==> src/rtl/hazard_ctrl.sv <==
// hazard_ctrl: stall/bubble controller for the five-stage pipeline.
// Two miss sequencers (D = data side, I = fetch side) plus the combinational
// hold/zero decode for PC, if_id, id_ex, ex_mem and mem_wb.
//
// state | meaning
// ------+-----------------------------------------------------------
// IDLE  | no miss outstanding; a request here is the first stall cycle
// WAIT  | miss outstanding, counter running down toward the fill
// FILL  | miss data valid this cycle (one cycle), back to IDLE next
module hazard_ctrl #(
    parameter int MISS_LATENCY = 5,
    parameter int CNT_W        = 8
) (
    input  logic        clock,
    input  logic        reset,
    input  logic        dmiss_req,
    input  logic        imiss_req,
    input  logic        load_use,
    input  logic        branch_taken,
    input  logic        exception_at_mem,
    output logic        stall_at_fetch,
    output logic        stall_at_decode,
    output logic        stall_at_exec,
    output logic        stall_at_memory,
    output logic        bubble_at_decode,
    output logic        bubble_at_exec,
    output logic        bubble_at_memory,
    output logic        bubble_at_wb,
    output logic        dfill,
    output logic        ifill,
    output logic [31:0] stall_cycles
);

    typedef enum logic [1:0] {
        ST_IDLE = 2'd0,
        ST_WAIT = 2'd1,
        ST_FILL = 2'd2
    } miss_state_t;

    // Counter load value; a latency of 1 loads 0 and skips WAIT entirely.
    localparam logic [CNT_W-1:0] LOAD_VAL = CNT_W'(MISS_LATENCY - 1);
    localparam logic [CNT_W-1:0] CNT_ONE  = CNT_W'(1);

    miss_state_t      d_state, i_state;
    logic [CNT_W-1:0] d_cnt, i_cnt;

    logic active;
    logic sd, si, fl, lu;

    // Outputs are forced low while reset is held so they drop asynchronously
    // even if a miss request is still asserted by its source.
    assign active = !reset;

    assign sd = active & (((d_state == ST_IDLE) & dmiss_req) | (d_state == ST_WAIT));
    assign si = active & (((i_state == ST_IDLE) & imiss_req) | (i_state == ST_WAIT));
    assign fl = active & (branch_taken | exception_at_mem) & !sd;
    assign lu = active & load_use & !fl & !sd;

    assign stall_at_memory  = sd;
    assign stall_at_exec    = sd;
    assign stall_at_decode  = sd | lu;
    assign stall_at_fetch   = sd | si | lu;
    assign bubble_at_wb     = sd | (active & exception_at_mem & !sd);
    assign bubble_at_memory = fl;
    assign bubble_at_exec   = fl | lu;
    assign bubble_at_decode = fl | (si & !sd & !lu);
    assign dfill            = active & (d_state == ST_FILL);
    assign ifill            = active & (i_state == ST_FILL) & !fl;

    // D-side miss sequencer; never aborted by a flush.
    always_ff @(posedge clock or posedge reset) begin
        if (reset) begin
            d_state <= ST_IDLE;
            d_cnt   <= '0;
        end else begin
            case (d_state)
                ST_IDLE: begin
                    if (dmiss_req) begin
                        d_cnt   <= LOAD_VAL;
                        d_state <= (LOAD_VAL == '0) ? ST_FILL : ST_WAIT;
                    end
                end
                ST_WAIT: begin
                    d_cnt <= d_cnt - CNT_ONE;
                    if (d_cnt == CNT_ONE) d_state <= ST_FILL;
                end
                ST_FILL: d_state <= ST_IDLE;
                default: d_state <= ST_IDLE;
            endcase
        end
    end

    // I-side miss sequencer; a flush discards the outstanding fetch.
    always_ff @(posedge clock or posedge reset) begin
        if (reset) begin
            i_state <= ST_IDLE;
            i_cnt   <= '0;
        end else if (fl) begin
            i_state <= ST_IDLE;
            i_cnt   <= '0;
        end else begin
            case (i_state)
                ST_IDLE: begin
                    if (imiss_req) begin
                        i_cnt   <= LOAD_VAL;
                        i_state <= (LOAD_VAL == '0) ? ST_FILL : ST_WAIT;
                    end
                end
                ST_WAIT: begin
                    i_cnt <= i_cnt - CNT_ONE;
                    if (i_cnt == CNT_ONE) i_state <= ST_FILL;
                end
                ST_FILL: i_state <= ST_IDLE;
                default: i_state <= ST_IDLE;
            endcase
        end
    end

    // Performance counter of fetch-stall cycles; wraps naturally.
    always_ff @(posedge clock or posedge reset) begin
        if (reset) stall_cycles <= '0;
        else if (stall_at_fetch) stall_cycles <= stall_cycles + 32'd1;
    end

endmodule
==> config.mk <==
export PLATFORM = sky130hd
export DESIGN_NAME = hazard_ctrl
export DESIGN_NICKNAME = d
export VERILOG_FILES = /design/src/rtl/hazard_ctrl.sv
export SDC_FILE = /design/constraint.sdc
export NUM_CORES = 1
export LEC_CHECK = 0
export BUFFER_PORTS_ARGS = -buffer_cell sky130_fd_sc_hd__clkbuf_2
export CAP_MARGIN = 30
export CORE_MARGIN = 1.5
export CORE_UTILIZATION = 40
export DETAILED_ROUTE_END_ITERATION = 8
export PLACE_DENSITY = 0.7
export SYNTH_ARGS = -nofsm -noshare
export SYNTH_HDL_FRONTEND = slang
export SYNTH_SLANG_ARGS = --single-unit
==> constraint.sdc <==
create_clock -name clock -period 2.1 [get_ports clock]
set_clock_uncertainty 0.05 [all_clocks]
set_input_delay 0.105 -clock clock [delete_from_list [all_inputs] [get_ports clock]]
set_output_delay 0.105 -clock clock [all_outputs]
set_load 0.05 [all_outputs]
==> flow_summary.ini <==
[run_status]
outcome = complete, but fails checks
failed_checks = DRC

[cts]
hold_buffers = 0
clk_path_buf_depth = 2
worstSkewPairLatency_ns = 0.31
ctsRootBufferMaster = clkbuf_8
cts_num_sinks = 52
cts_setup_buffers = 0
cts.clk_slew.worst_paths_ns = 0.10
htreeDepth = 2
cts_tree = done
cts_buffers = 5

[power]
p_leak_nw = 1.38
ir_worst_vdd_v = 0.000659
clkPwrFrac_pct = 22.6
p_total_mw = 3.08
p_int_mw = 1.86
p_seq_share_pct = 44.1
powerDensity_mw_per_mm2 = 978
p_switching_mw = 1.22
p_sw_share_pct = 39.6
pwr-share-comb_pct = 33.3

[timing]
fmax_mhz = 509
period_share_pct = 93.5
fin_ws_ns = 0.136
tightest_slew_ns = 0.660
setup_viol = 0
tns_ns = 0
hold_violations = 0
hold_slack_ns = 0.126
maxSlewViolCount = 0
max_slew_margin_pct = 56.0
rsz0062_at_grt = false
fin_crit_ns = 1.96

[die]
io_pins = 49
die_width_microns = 85.0
std_cell_rows = 29
initial_core_util_pct = 41.9
die_h_microns = 85.0
die_area_sq_mm = 0.00723
core_sq_mm = 0.00642

[critical_path]
path_class = reg -> out
cp_slowest_stage_delay_ns = 0.44
cp_cell_sequence = o21bai_2 -> and2_1 -> a41o_1 -> clkbuf_2
cp_max_fo = 7
cpMaxStageDelayCell = dfrtp_1
crit_arrival_ns = 1.81
cp_top_family = compound AO/OA/AOI/OAI gates
start_kind = flip-flop
cp-end-kind = output pin
cp.buffers_inverters = 1
crit_required_ns = 1.95

[place]
gp_congestion = 0.838
hpwl_microns = 4220
portBuffers = 48
place_ws_ns = 0.330

[global_route]
grtUsageMet3_pct = 3.11
gr-usage-met1_pct = 22.1
use_met2_pct = 28.9
grt_use_total_pct = 17.0
overflow = 0
grt_start_max_net_pins = 53
grt_pass1_vias = 2057
antenna_found_initial = 0
grt-busiest-layer = met2
grt_pass1_wl_microns = 9900

[detailed_routing]
first_iter_violations = 107
drc = 4
dr.pass1.iters = 6
drtAntennaViolNets = 0
route.vias.total = 2170
via_per_inst = 5.64
post_drt_wl_per_cell_microns = 15.5
drt-total-wl_microns = 5960

[final_layout]
nets = 319
drive_gt1_share_pct = 25.6
area_delta_synth_final_pct = 16.9
antennaDiodeCount = 0

[hold_path]
hold_path_class = in -> async

[synth]
synth-seq-cells = 52
synth_enable_flop_cells = 0
synthesis.nets = 269
yosysUniqueCellTypes = 54
synthFlopType = dfrtp_1
synthArstFlopShare_pct = 100
syn_area_sq_mm = 0.00269
ys_seq_area_share_pct = 48.4
ys_warn_count = 0
synth_cells = 257
syn_area_per_cell_sq_um = 10.5

[flow_run]
cap_violations = 0
-- synthesized netlist by cell type, types with 2 or more instances --
cell type   n  area share, %
a21o_1      2           0.56
a21oi_1     6            1.1
and2_1      2           0.47
and3_1      7            1.6
buf_2       3           0.56
clkbuf_1    4           0.56
dfrtp_1    52             48
ha_1        5            2.3
inv_1       8            1.1
mux2_2      2           0.84
nand2_1    15            2.1
nand3_1    11            2.0
nand4_1    25            5.8
nor2_1     13            1.8
nor2b_1     2           0.47
nor3_1      8            1.5
nor3b_1     2           0.56
nor4_1      3           0.70
nor4b_1     2           0.65
o211ai_1    3           0.84
o21ai_0     7            1.3
o21ba_2     2           0.74
o311ai_0    2           0.65
o31ai_1     3           0.84
o41ai_1     3           0.98
or3_1       4           0.93
or3_2       3           0.84
or4_1       3           0.84
xnor2_1    27            8.8
xor2_1      4            1.3
-- worst min-delay path: cells and delay by family --
kind | cells | cell delay (ns)
buf+inv | 3 | 0.87
-- flip-flops by register name, summed over array words and instances (netlist names) --
signal        cells
i_cnt             8
d_cnt             8
d_state           2
i_state           2
stall_cycles     32
-- layout make-up --
cell class	instances	area, sq um
fill	600	3280
clock buffer	6	72.6
clock inverter	2	38.8
multi-input combinational	188	1330
tap	77	96.3
timing repair buffer	52	273
inverter	8	30.0
sequential	52	1300
-- metal layers --
metal	wire, microns	up-vias	share of wire (%)
met3	248	4	4.2
met1	2660	1064	45
met4	50	0	0.84
met5	0	-	0
met2	3000	53	50
li1	-	1049	-
-- timing repair --
action                     in CTS  in global routing
gates resized for setup         0                  3
hold endpoints to repair        0                  0
setup endpoints to repair       0                  1
-- placed cells by master, fill, tap and decap left out, types with 4 or more instances in the layout --
cell type,n
xor2_1,4
a21oi_1,6
dfrtp_1,52
buf_4,4
or3_1,4
nand3_1,11
nor3_1,8
inv_1,7
clkbuf_8,5
xnor2_1,27
o21ai_0,7
clkbuf_2,47
nand2_1,15
and3_1,7
nand4_1,25
nor2_1,13
ha_1,5
-- power groups by stage --
stage	combinational [mW]	sequential (mW)	clock [mW]
after detailed placement	1.02	1.37	0
after global routing	1.11	1.39	0.758
after CTS	1.03	1.35	0.720
after floorplan	0.574	1.54	0
final	1.02	1.36	0.697
after global placement	1.01	1.36	0
-- through the flow --
stage / instances / cell area, sq um / utilization [%]
2_1_floorplan: 257 / 2710 / -
4_1_cts: 385 / 3130 / 48.8
3_5_place_dp: 377 / 3020 / 47.1
6_report: 385 / 3150 / 49.0
5_1_grt: 385 / 3150 / 49.0
3_3_place_gp: 377 / 3020 / 47.1
-- kinds of logic after synthesis --
family / count (synthesis) / synth area share, %
adder cells (fa/ha/maj): 5 / 2.33
buffers and inverters: 17 / 2.93
multiplexers: 2 / 0.837
flip-flops: 52 / 48.4
AO/OA/AOI/OAI: 39 / 11.3
XOR/XNOR: 31 / 10.1
AND/OR/NAND/NOR: 111 / 24.1
-- worst paths after layout --
path                             from               end  slack (ns)  cells after the start
setup / recovery           d_state[0]  bubble_at_decode        0.14                      4
hold / removal                  reset          d_cnt[3]        0.13                      3
setup reg to reg           d_state[1]  stall_cycles[12]        0.31                      6
hold reg to reg              d_cnt[6]          d_cnt[6]        0.43                      1
max in group asynchronous       reset          d_cnt[2]        1.44                      3
min in group clock          dmiss_req        d_state[0]        0.21                      3
Note: power is estimated with default switching activity, not from simulation.
